`src/rtl/ux607_spi_xfer_ctrl_if.sv`:
```
`default_nettype none
// ============================================================================
// Module   : ux607_spi_xfer_ctrl_if
// Purpose  : Command / response channel of the SPI byte sequencer.
//            The master side issues byte commands (with the sck divider to
//            use) and receives one response byte per command.
// Ports    : sck_div   - sck half-period divider, sampled at command accept
//            cmd_valid - command present
//            cmd_ready - controller idle and able to accept
//            cmd_data  - byte to transmit
//            cmd_quad  - 1 = x4 nibble mode, 0 = x1 full duplex
//            cmd_rx    - quad only: 1 = receive, 0 = transmit
//            cmd_last  - close the frame (raise cs_0) after this byte
//            rsp_valid - one-cycle pulse, rsp_data valid, no backpressure
//            rsp_data  - byte captured from the bus
// Revision : 1.0 - initial release
// ============================================================================
interface ux607_spi_xfer_ctrl_if #(
  parameter int DIV_W = 8
);
  logic [DIV_W-1:0] sck_div;
  logic             cmd_valid;
  logic             cmd_ready;
  logic [7:0]       cmd_data;
  logic             cmd_quad;
  logic             cmd_rx;
  logic             cmd_last;
  logic             rsp_valid;
  logic [7:0]       rsp_data;

  // Command issuer (e.g. a CPU-side register block)
  modport master (
    output sck_div, cmd_valid, cmd_data, cmd_quad, cmd_rx, cmd_last,
    input  cmd_ready, rsp_valid, rsp_data
  );

  // Sequencer side
  modport slave (
    input  sck_div, cmd_valid, cmd_data, cmd_quad, cmd_rx, cmd_last,
    output cmd_ready, rsp_valid, rsp_data
  );
endinterface
`default_nettype wire

```
`src/rtl/ux607_spi_xfer_ctrl.sv`:
```
`default_nettype none
// ============================================================================
// Module   : ux607_spi_xfer_ctrl
// Purpose  : Byte-level SPI master sequencer (mode 0, MSB first) for the
//            io_spi_* side of the GPIO port. Each accepted command shifts one
//            byte in x1 full-duplex or x4 nibble mode and returns one
//            response byte. Input capture is delayed by SYNC_DLY clocks to
//            line up with the port's input synchronizer.
// Ports    : clock      - core clock
//            reset      - asynchronous, active-high reset
//            cmd        - command/response channel (slave modport)
//            busy       - frame open or transfer in progress
//            spi_sck    - serial clock to io_spi_sck
//            spi_cs_0   - chip select, active low
//            spi_dq_o   - data out to io_spi_dq_[3:0]_o
//            spi_dq_oe  - output enables to io_spi_dq_[3:0]_oe
//            spi_dq_i   - synchronized pin data from io_spi_dq_[3:0]_i
// Revision : 1.0 - initial release
// ============================================================================
module ux607_spi_xfer_ctrl #(
  parameter int DIV_W    = 8,
  parameter int SYNC_DLY = 3   // must be >= 1 and equal the port sync depth
) (
  input  wire logic              clock,
  input  wire logic              reset,
  ux607_spi_xfer_ctrl_if.slave   cmd,
  output logic                   busy,
  output logic                   spi_sck,
  output logic                   spi_cs_0,
  output logic [3:0]             spi_dq_o,
  output logic [3:0]             spi_dq_oe,
  input  wire logic [3:0]        spi_dq_i
);

  typedef enum logic [2:0] {
    ST_IDLE     = 3'd0,
    ST_CS_SETUP = 3'd1,
    ST_SHIFT    = 3'd2,
    ST_DRAIN    = 3'd3,
    ST_CS_HOLD  = 3'd4,
    ST_CS_GAP   = 3'd5
  } state_t;

  // All delay-line stages except the output one; strobes still in these
  // stages mean a capture is still pending beyond the current cycle.
  localparam logic [SYNC_DLY-1:0] c_dly_pend_mask = {SYNC_DLY{1'b1}} >> 1;
  localparam logic [SYNC_DLY-1:0] c_dly_lsb       = SYNC_DLY'(1);

  state_t           r_state;
  state_t           w_state_nxt;

  logic [DIV_W-1:0] r_div;        // divider latched at accept
  logic [DIV_W-1:0] r_cnt;        // half-phase down counter
  logic             r_phase;      // 0 = sck low half, 1 = sck high half
  logic [2:0]       r_unit;       // bit (x1) or nibble (x4) index
  logic [7:0]       r_tx;         // transmit shift register, MSB on the wire
  logic [7:0]       r_rx;         // receive shift register
  logic             r_quad;
  logic             r_rx_mode;    // quad receive: outputs tri-stated
  logic             r_last;
  logic             r_frame_open; // cs_0 held low between commands
  logic [SYNC_DLY-1:0] r_dly;     // sample strobes in flight
  logic             r_rsp_valid;
  logic [7:0]       r_rsp_data;

  logic             w_accept;
  logic             w_cnt_zero;
  logic             w_last_unit;
  logic             w_load;       // reload r_cnt from r_div
  logic             w_rise;       // sck goes 0->1 at the coming edge
  logic             w_unit_end;   // sck goes 1->0 at the coming edge
  logic             w_rsp_fire;
  logic             w_dly_clear;
  logic             w_drive;
  logic [7:0]       w_rx_shift;

  assign w_accept    = (r_state == ST_IDLE) && cmd.cmd_valid;
  assign w_cnt_zero  = (r_cnt == '0);
  assign w_last_unit = r_quad ? (r_unit == 3'd1) : (r_unit == 3'd7);
  assign w_dly_clear = ((r_dly & c_dly_pend_mask) == '0);
  assign w_rx_shift  = r_quad ? {r_rx[3:0], spi_dq_i} : {r_rx[6:0], spi_dq_i[1]};

  // --------------------------------------------------------------------------
  // State register
  // --------------------------------------------------------------------------
  always_ff @(posedge clock or posedge reset) begin
    if (reset) begin
      r_state <= ST_IDLE;
    end else begin
      r_state <= w_state_nxt;
    end
  end

  // --------------------------------------------------------------------------
  // Next state and datapath strobes
  // --------------------------------------------------------------------------
  always_comb begin
    w_state_nxt = r_state;
    w_load      = 1'b0;
    w_rise      = 1'b0;
    w_unit_end  = 1'b0;
    w_rsp_fire  = 1'b0;
    case (r_state)
      ST_IDLE: begin
        if (w_accept) begin
          // An open frame skips the chip-select setup time.
          w_state_nxt = r_frame_open ? ST_SHIFT : ST_CS_SETUP;
        end
      end
      ST_CS_SETUP: begin
        if (w_cnt_zero) begin
          w_load      = 1'b1;
          w_state_nxt = ST_SHIFT;
        end
      end
      ST_SHIFT: begin
        if (w_cnt_zero) begin
          w_load = 1'b1;
          if (!r_phase) begin
            w_rise = 1'b1;
          end else begin
            w_unit_end = 1'b1;
            if (w_last_unit) begin
              w_state_nxt = ST_DRAIN;
            end
          end
        end
      end
      ST_DRAIN: begin
        // Leave once the only strobe left (if any) is capturing this cycle;
        // that final sample is merged straight into the response.
        if (w_dly_clear) begin
          w_rsp_fire  = 1'b1;
          w_load      = 1'b1;
          w_state_nxt = r_last ? ST_CS_HOLD : ST_IDLE;
        end
      end
      ST_CS_HOLD: begin
        if (w_cnt_zero) begin
          w_load      = 1'b1;
          w_state_nxt = ST_CS_GAP;
        end
      end
      ST_CS_GAP: begin
        if (w_cnt_zero) begin
          w_state_nxt = ST_IDLE;
        end
      end
      default: begin
        w_state_nxt = ST_IDLE;
      end
    endcase
  end

  // --------------------------------------------------------------------------
  // Datapath
  // --------------------------------------------------------------------------
  always_ff @(posedge clock or posedge reset) begin
    if (reset) begin
      r_div        <= '0;
      r_cnt        <= '0;
      r_phase      <= 1'b0;
      r_unit       <= 3'd0;
      r_tx         <= 8'h00;
      r_rx         <= 8'h00;
      r_quad       <= 1'b0;
      r_rx_mode    <= 1'b0;
      r_last       <= 1'b0;
      r_frame_open <= 1'b0;
      r_dly        <= '0;
      r_rsp_valid  <= 1'b0;
      r_rsp_data   <= 8'h00;
    end else begin
      r_dly       <= (r_dly << 1) | (w_rise ? c_dly_lsb : '0);
      r_rsp_valid <= w_rsp_fire;

      if (w_accept) begin
        r_div        <= cmd.sck_div;
        r_cnt        <= cmd.sck_div;
        r_tx         <= cmd.cmd_data;
        r_quad       <= cmd.cmd_quad;
        // x1 is always full duplex, so the rx flag only matters in quad.
        r_rx_mode    <= cmd.cmd_quad & cmd.cmd_rx;
        r_last       <= cmd.cmd_last;
        r_phase      <= 1'b0;
        r_unit       <= 3'd0;
        r_rx         <= 8'h00;
        r_frame_open <= 1'b1;
      end else begin
        if (w_load) begin
          r_cnt <= r_div;
        end else if (!w_cnt_zero) begin
          r_cnt <= r_cnt - DIV_W'(1);
        end

        if (w_rise) begin
          r_phase <= 1'b1;
        end

        if (w_unit_end) begin
          r_phase <= 1'b0;
          r_unit  <= r_unit + 3'd1;
          // The last unit's data is held through DRAIN.
          if (!w_last_unit) begin
            r_tx <= r_quad ? {r_tx[3:0], 4'h0} : {r_tx[6:0], 1'b0};
          end
        end

        if (r_dly[SYNC_DLY-1]) begin
          r_rx <= w_rx_shift;
        end

        if (w_rsp_fire) begin
          r_rsp_data <= r_dly[SYNC_DLY-1] ? w_rx_shift : r_rx;
          if (r_last) begin
            r_frame_open <= 1'b0;
          end
        end
      end
    end
  end

  // --------------------------------------------------------------------------
  // Outputs (decoded from registers so reset forces them immediately)
  // --------------------------------------------------------------------------
  assign w_drive = (r_state == ST_SHIFT) || (r_state == ST_DRAIN);

  always_comb begin
    spi_dq_o  = 4'h0;
    spi_dq_oe = 4'h0;
    if (w_drive) begin
      if (!r_quad) begin
        spi_dq_o  = {3'b000, r_tx[7]};
        spi_dq_oe = 4'b0001;
      end else if (!r_rx_mode) begin
        spi_dq_o  = r_tx[7:4];
        spi_dq_oe = 4'hF;
      end
    end
  end

  assign spi_sck       = (r_state == ST_SHIFT) && r_phase;
  assign spi_cs_0      = !(r_frame_open || (r_state == ST_CS_HOLD));
  assign busy          = (r_state != ST_IDLE) || r_frame_open;
  assign cmd.cmd_ready = (r_state == ST_IDLE);
  assign cmd.rsp_valid = r_rsp_valid;
  assign cmd.rsp_data  = r_rsp_data;

endmodule
`default_nettype wire
```
`src/flat_wrapper.sv`:
```
// flat-port wrapper written by rule: the top's interface ports become plain ports
module ux607_spi_xfer_ctrl_flat 
#(
  parameter int DIV_W    = 8,
  parameter int SYNC_DLY = 3                                                
)
  (clock, reset, busy, spi_sck, spi_cs_0, spi_dq_o, spi_dq_oe, spi_dq_i, cmd_sck_div, cmd_cmd_valid, cmd_cmd_data, cmd_cmd_quad, cmd_cmd_rx, cmd_cmd_last, cmd_cmd_ready, cmd_rsp_valid, cmd_rsp_data);
  ux607_spi_xfer_ctrl_if #(.DIV_W(DIV_W)) cmd_i ();
  input  wire logic clock;
  input  wire logic reset;
  output logic busy;
  output logic spi_sck;
  output logic spi_cs_0;
  output logic [3:0] spi_dq_o;
  output logic [3:0] spi_dq_oe;
  input  wire logic [3:0] spi_dq_i;
  input wire logic [$bits(cmd_i.sck_div)-1:0] cmd_sck_div;
  input wire logic [$bits(cmd_i.cmd_valid)-1:0] cmd_cmd_valid;
  input wire logic [$bits(cmd_i.cmd_data)-1:0] cmd_cmd_data;
  input wire logic [$bits(cmd_i.cmd_quad)-1:0] cmd_cmd_quad;
  input wire logic [$bits(cmd_i.cmd_rx)-1:0] cmd_cmd_rx;
  input wire logic [$bits(cmd_i.cmd_last)-1:0] cmd_cmd_last;
  output wire logic [$bits(cmd_i.cmd_ready)-1:0] cmd_cmd_ready;
  output wire logic [$bits(cmd_i.rsp_valid)-1:0] cmd_rsp_valid;
  output wire logic [$bits(cmd_i.rsp_data)-1:0] cmd_rsp_data;
  assign cmd_i.sck_div = cmd_sck_div;
  assign cmd_i.cmd_valid = cmd_cmd_valid;
  assign cmd_i.cmd_data = cmd_cmd_data;
  assign cmd_i.cmd_quad = cmd_cmd_quad;
  assign cmd_i.cmd_rx = cmd_cmd_rx;
  assign cmd_i.cmd_last = cmd_cmd_last;
  assign cmd_cmd_ready = cmd_i.cmd_ready;
  assign cmd_rsp_valid = cmd_i.rsp_valid;
  assign cmd_rsp_data = cmd_i.rsp_data;
  ux607_spi_xfer_ctrl #(.DIV_W(DIV_W), .SYNC_DLY(SYNC_DLY)) u_core (.clock(clock), .reset(reset), .cmd(cmd_i), .busy(busy), .spi_sck(spi_sck), .spi_cs_0(spi_cs_0), .spi_dq_o(spi_dq_o), .spi_dq_oe(spi_dq_oe), .spi_dq_i(spi_dq_i));
endmodule
```
`config.mk`:
```
export PLATFORM = sky130hd
export DESIGN_NAME = ux607_spi_xfer_ctrl_flat
export DESIGN_NICKNAME = d
export VERILOG_FILES = /design/src/rtl/ux607_spi_xfer_ctrl_if.sv /design/src/rtl/ux607_spi_xfer_ctrl.sv /design/src/flat_wrapper.sv
export SDC_FILE = /design/constraint.sdc
export NUM_CORES = 1
export LEC_CHECK = 0
export ABC_AREA = 0
export CAP_MARGIN = 20
export CORE_MARGIN = 1
export CORE_UTILIZATION = 57
export CTS_CLUSTER_DIAMETER = 50
export DETAILED_ROUTE_END_ITERATION = 8
export MAX_ROUTING_LAYER = met4
export PLACE_DENSITY = 0.89
export SLEW_MARGIN = 5
export SYNTH_ARGS = -nofsm -noshare
export SYNTH_HDL_FRONTEND = slang
export SYNTH_SLANG_ARGS = --single-unit
```
`constraint.sdc`:
```
create_clock -name clock -period 5.5 [get_ports clock]
set_clock_uncertainty 0.15 [all_clocks]
set_input_delay 0.55 -clock clock [delete_from_list [all_inputs] [get_ports clock]]
set_output_delay 0.55 -clock clock [all_outputs]
set_load 0.01 [all_outputs]
```
==> Flow_metrics.wiki <==
{| class="wikitable"
! Metric !! Value
|-
| Post-synthesis instance total || 306
|-
| All-layer global routing usage || 25.1%
|-
| Final GP Congestion || 0.897
|-
| Total Power || 1.63 mW
|-
| Clock root buffer || sky130_fd_sc_hd__clkbuf_8
|-
| Sort of element at the end of the critical path || output pin
|-
| Peak supply drop || 0.255 mV
|-
| Sinks on the clock net || 55
|-
| Post-synthesis sequential area ratio || 49.9%
|-
| Chip width || 71.5 µm
|-
| Post-synth top area cell || sky130_fd_sc_hd__dfrtp_1
|-
| Setup Viol. Count Final || 0
|-
| Worst slew slack as a fraction of its limit || 40.9%
|-
| R2R Path Start || u_core.r_cnt[0]$_DFFE_PP0P_
|-
| Final Hold Violating Endpoints || 0
|-
| Cell types with the highest counts after synthesis || sky130_fd_sc_hd__nand2_1, sky130_fd_sc_hd__dfrtp_1, sky130_fd_sc_hd__o21ai_0, sky130_fd_sc_hd__nor2_1, sky130_fd_sc_hd__a21oi_1
|-
| Transition time at the pin with the least slew margin || 0.887 ns
|-
| Inserted Clock Buffers || 5
|-
| Final Net Count || 374
|-
| Via count of the first global-routing pass || 2248
|-
| Max FO, Critical Path || 22
|-
| Destination of the worst hold path || u_core.r_dly[1]$_DFF_PP0_
|-
| Total count of max-transition violations in the final report || 0
|-
| Detail-routed via count per cell || 5.66
|-
| Per-instance average area after synthesis || 9.01 µm²
|-
| Crit Path Class || flop to output pin
|-
| Number of nets produced by synthesis || 335
|-
| Post-CTS setup buffer count || 0
|-
| Share of flip-flops with an asynchronous set or reset after synthesis || 100%
|-
| Number of max-cap violations || 0
|-
| Resized Gates After CTS || 0
|-
| Critical path, cell by cell || nor3b_1 > and2_1 > clkdlybuf4s50_1
|-
| GRT overflow || 0
|-
| Total DRC errors in the routed layout || 0
|-
| Worst flop-to-flop path endpoint || u_core.r_phase$_DFFE_PP0P_
|-
| Pwr Density || 488 mW/mm²
|-
| Share of the core filled with cells || 74.4%
|-
| # rows || 24
|-
| Register area || 0.00138 mm²
|-
| Total via count in the routed design || 2254
|-
| Clock period minus final worst setup slack || 3.27 ns
|-
| Register-to-register path setup slack || 3.07 ns
|-
| Hold slack || 0.286 ns
|-
| Worst path max stage delay || 0.93 ns
|-
| Standard cell core area || 0.00450 mm²
|-
| Buffers added on ports || 46
|-
| Number of enable flip-flop cells after synthesis || 0
|-
| Full die area || 0.00512 mm²
|-
| # IOs || 47
|-
| Combined area of all synthesized cells || 0.00276 mm²
|-
| DRT Pass-1 Iters || 5
|-
| Final worst-path cycle share || 59.4%
|-
| Number of synthesized register bits || 55
|-
| Antenna violations before repair || 0
|-
| Startpoint type of the worst setup path || flop
|-
| Initial Util || 61.2%
|-
| Tightest Hold Check Type || flop to flop
|-
| Worst-case clock buffer depth || 2
|-
| Sum of routed wire length over all layers || 5660 µm
|-
| Leakage power total || 1.52 nW
|-
| Main flop type after synthesis || sky130_fd_sc_hd__dfrtp_1
|-
| Avg WL per Cell || 14.2 µm
|-
| Most numerous cell in the Yosys netlist || sky130_fd_sc_hd__nand2_1
|-
| Number of instances on the worst hold path || 0
|-
| Worst path buffer plus inverter count || 1
|-
| Worst path top cell family by delay || flip-flops
|-
| Arrival time reported for the critical path endpoint || 2.57 ns
|-
| Share of final-layout standard cells stronger than drive strength 1 || 6.07%
|-
| Number of hold-repair buffers added at the cts stage || 0
|-
| Top achievable clock speed || 0.306 GHz
|-
| ANT cells || 0
|-
| Final design instance area without fill || 0.00335 mm²
|-
| Clock input transition at the sequential cells of the worst setup and hold paths || 0.10 ns
|-
| Area growth syn-to-layout || 21.7%
|-
| Remaining antenna violation count after routing || 0
|-
| Unrepaired setup endpoints after global routing || false
|-
| Leading post-synthesis cells by cell area || sky130_fd_sc_hd__dfrtp_1, sky130_fd_sc_hd__nand2_1, sky130_fd_sc_hd__mux2i_1
|-
| Required time of the worst setup path || 4.80 ns
|-
| CTS tree || built
|-
| Post-DP Area || 0.00323 mm²
|-
| First-pass GRT wire length || 9690 µm
|-
| Count of cells along the worst register-to-register path || 7
|-
| Count of different cell masters after synthesis || 43
|-
| Hold_sp || u_core.r_dly[0]$_DFF_PP0_
|-
| DRT iter0 DRCs || 179
|-
| Clock latency reported for the late side of the worst-skew pair || 0.31 ns
|-
| Die span in y || 71.5 µm
|-
| Status || completed
|-
| Multi-input logic area || 0.00128 mm²
|-
| Final total negative setup slack || 0 ns
|-
| Level count of the clock H-tree || 2
|-
| Warnings from Yosys || 0
|-
| Fraction of synthesized cell area taken by the top area cell type || 49.9%
|-
| Fill cell instance count of the final layout || 335
|-
| Critical-path cell with the highest stage delay || sky130_fd_sc_hd__dfrtp_1
|-
| HPWL after detailed placement || 3940 µm
|-
| Largest net degree at the start of global routing || 41
|}
[worst register-to-register path, delay by kind of cell, from the launching register on]
family,cells,cell delay (ns)
fa+ha+maj,1,0.21
simple gates,4,1.18
xor+xnor,1,0.21
buf+inv,1,0.14
flops,1,0.42
[registers in the layout (all words and copies together), names as in the netlist]
name / cells
u_core.r_rx: 8
u_core.r_state: 3
u_core.r_tx: 8
u_core.r_rx_mode: 1
u_core.r_dly: 3
u_core.r_div: 8
u_core.cmd.rsp_valid: 1
u_core.r_quad: 1
u_core.r_cnt: 8
u_core.r_last: 1
u_core.r_frame_open: 1
u_core.cmd.rsp_data: 8
u_core.r_unit: 3
u_core.r_phase: 1
[per-stage QoR]
stage               std cells  setup WS [ns]
global placement          388           2.71
finish                    398           2.23
CTS                       397           2.19
detailed placement        389           2.56
floorplan                 306           3.18
global route              398           2.05
[report_power, final]
| part | total (mW) | internal (mW) | switching (mW) |
|---|---|---|---|
| Clock | 0.269 | 0.136 | 0.133 |
| Combinational | 0.670 | 0.321 | 0.350 |
| Sequential | 0.695 | 0.540 | 0.155 |
| Total | 1.63 | 0.996 | 0.638 |
[cells by family (layout without fill, tap and decap cells)]
| group | count (synthesis) | count (layout) | synth area share (%) |
|---|---|---|---|
| AO/OA/AOI/OAI | 64 | 64 | 13.5 |
| XOR/XNOR | 8 | 8 | 2.54 |
| adder cells (fa/ha/maj) | 3 | 3 | 1.36 |
| buffers and inverters | 24 | 64 | 3.72 |
| flip-flops | 55 | 55 | 49.9 |
| multiplexers | 14 | 14 | 5.08 |
| AND/OR/NAND/NOR | 138 | 138 | 23.9 |
[placed cells by master, fill, tap and decap left out, types with 2 or more instances in the layout]
| master | instances |
|---|---|
| sky130_fd_sc_hd__nand3b_1 | 3 |
| sky130_fd_sc_hd__a22oi_1 | 3 |
| sky130_fd_sc_hd__ha_1 | 3 |
| sky130_fd_sc_hd__nor3b_1 | 7 |
| sky130_fd_sc_hd__a31oi_1 | 2 |
| sky130_fd_sc_hd__nand2b_1 | 3 |
| sky130_fd_sc_hd__clkdlybuf4s50_1 | 46 |
| sky130_fd_sc_hd__nand2_1 | 68 |
| sky130_fd_sc_hd__mux2i_1 | 14 |
| sky130_fd_sc_hd__nand3_1 | 7 |
| sky130_fd_sc_hd__o211ai_1 | 3 |
| sky130_fd_sc_hd__nor4_1 | 3 |
| sky130_fd_sc_hd__xor2_1 | 6 |
| sky130_fd_sc_hd__and2_1 | 4 |
| sky130_fd_sc_hd__dfrtp_1 | 55 |
| sky130_fd_sc_hd__o21a_1 | 2 |
| sky130_fd_sc_hd__o22ai_1 | 2 |
| sky130_fd_sc_hd__xnor2_1 | 2 |
| sky130_fd_sc_hd__inv_1 | 6 |
| sky130_fd_sc_hd__nor3_1 | 4 |
| sky130_fd_sc_hd__or3b_2 | 2 |
| sky130_fd_sc_hd__clkbuf_8 | 5 |
| sky130_fd_sc_hd__o21ai_0 | 27 |
| sky130_fd_sc_hd__nor2_1 | 26 |
| sky130_fd_sc_hd__a21oi_1 | 20 |
[cell type report]
type / count / share of cell area [%]
clock buffers: 5 / 2.05
well taps: 52 / 1.94
repair buffers: 49 / 14.8
multi-input cells: 227 / 38.1
inverters: 7 / 0.784
clock inverters: 3 / 1.31
flip-flops and latches: 55 / 41.0
[layer usage]
layer | vias up | GRT usage [%] | part of all wire [%]
li1 | 1120 | - | -
met1 | 1058 | 29.4 | 43
met2 | 68 | 43.0 | 50
met3 | 8 | 5.06 | 5.0
met4 | 0 | 9.59 | 1.3
met5 | - | - | 0
[worst max path at each step]
stage / start / end / slack [ns] / cells past startpoint
after floorplan: u_core.r_quad$_DFFE_PP0P_ / spi_dq_o[1] / 3.18 / 3
after global placement: u_core.r_quad$_DFFE_PP0P_ / spi_dq_o[3] / 2.71 / 3
after detailed placement: u_core.r_quad$_DFFE_PP0P_ / spi_dq_o[1] / 2.56 / 3
after CTS: u_core.r_quad$_DFFE_PP0P_ / spi_dq_o[1] / 2.19 / 3
after global routing: u_core.r_quad$_DFFE_PP0P_ / spi_dq_o[1] / 2.05 / 3
final: u_core.r_quad$_DFFE_PP0P_ / spi_dq_o[1] / 2.23 / 3
Power figures use the tool's default switching activity.
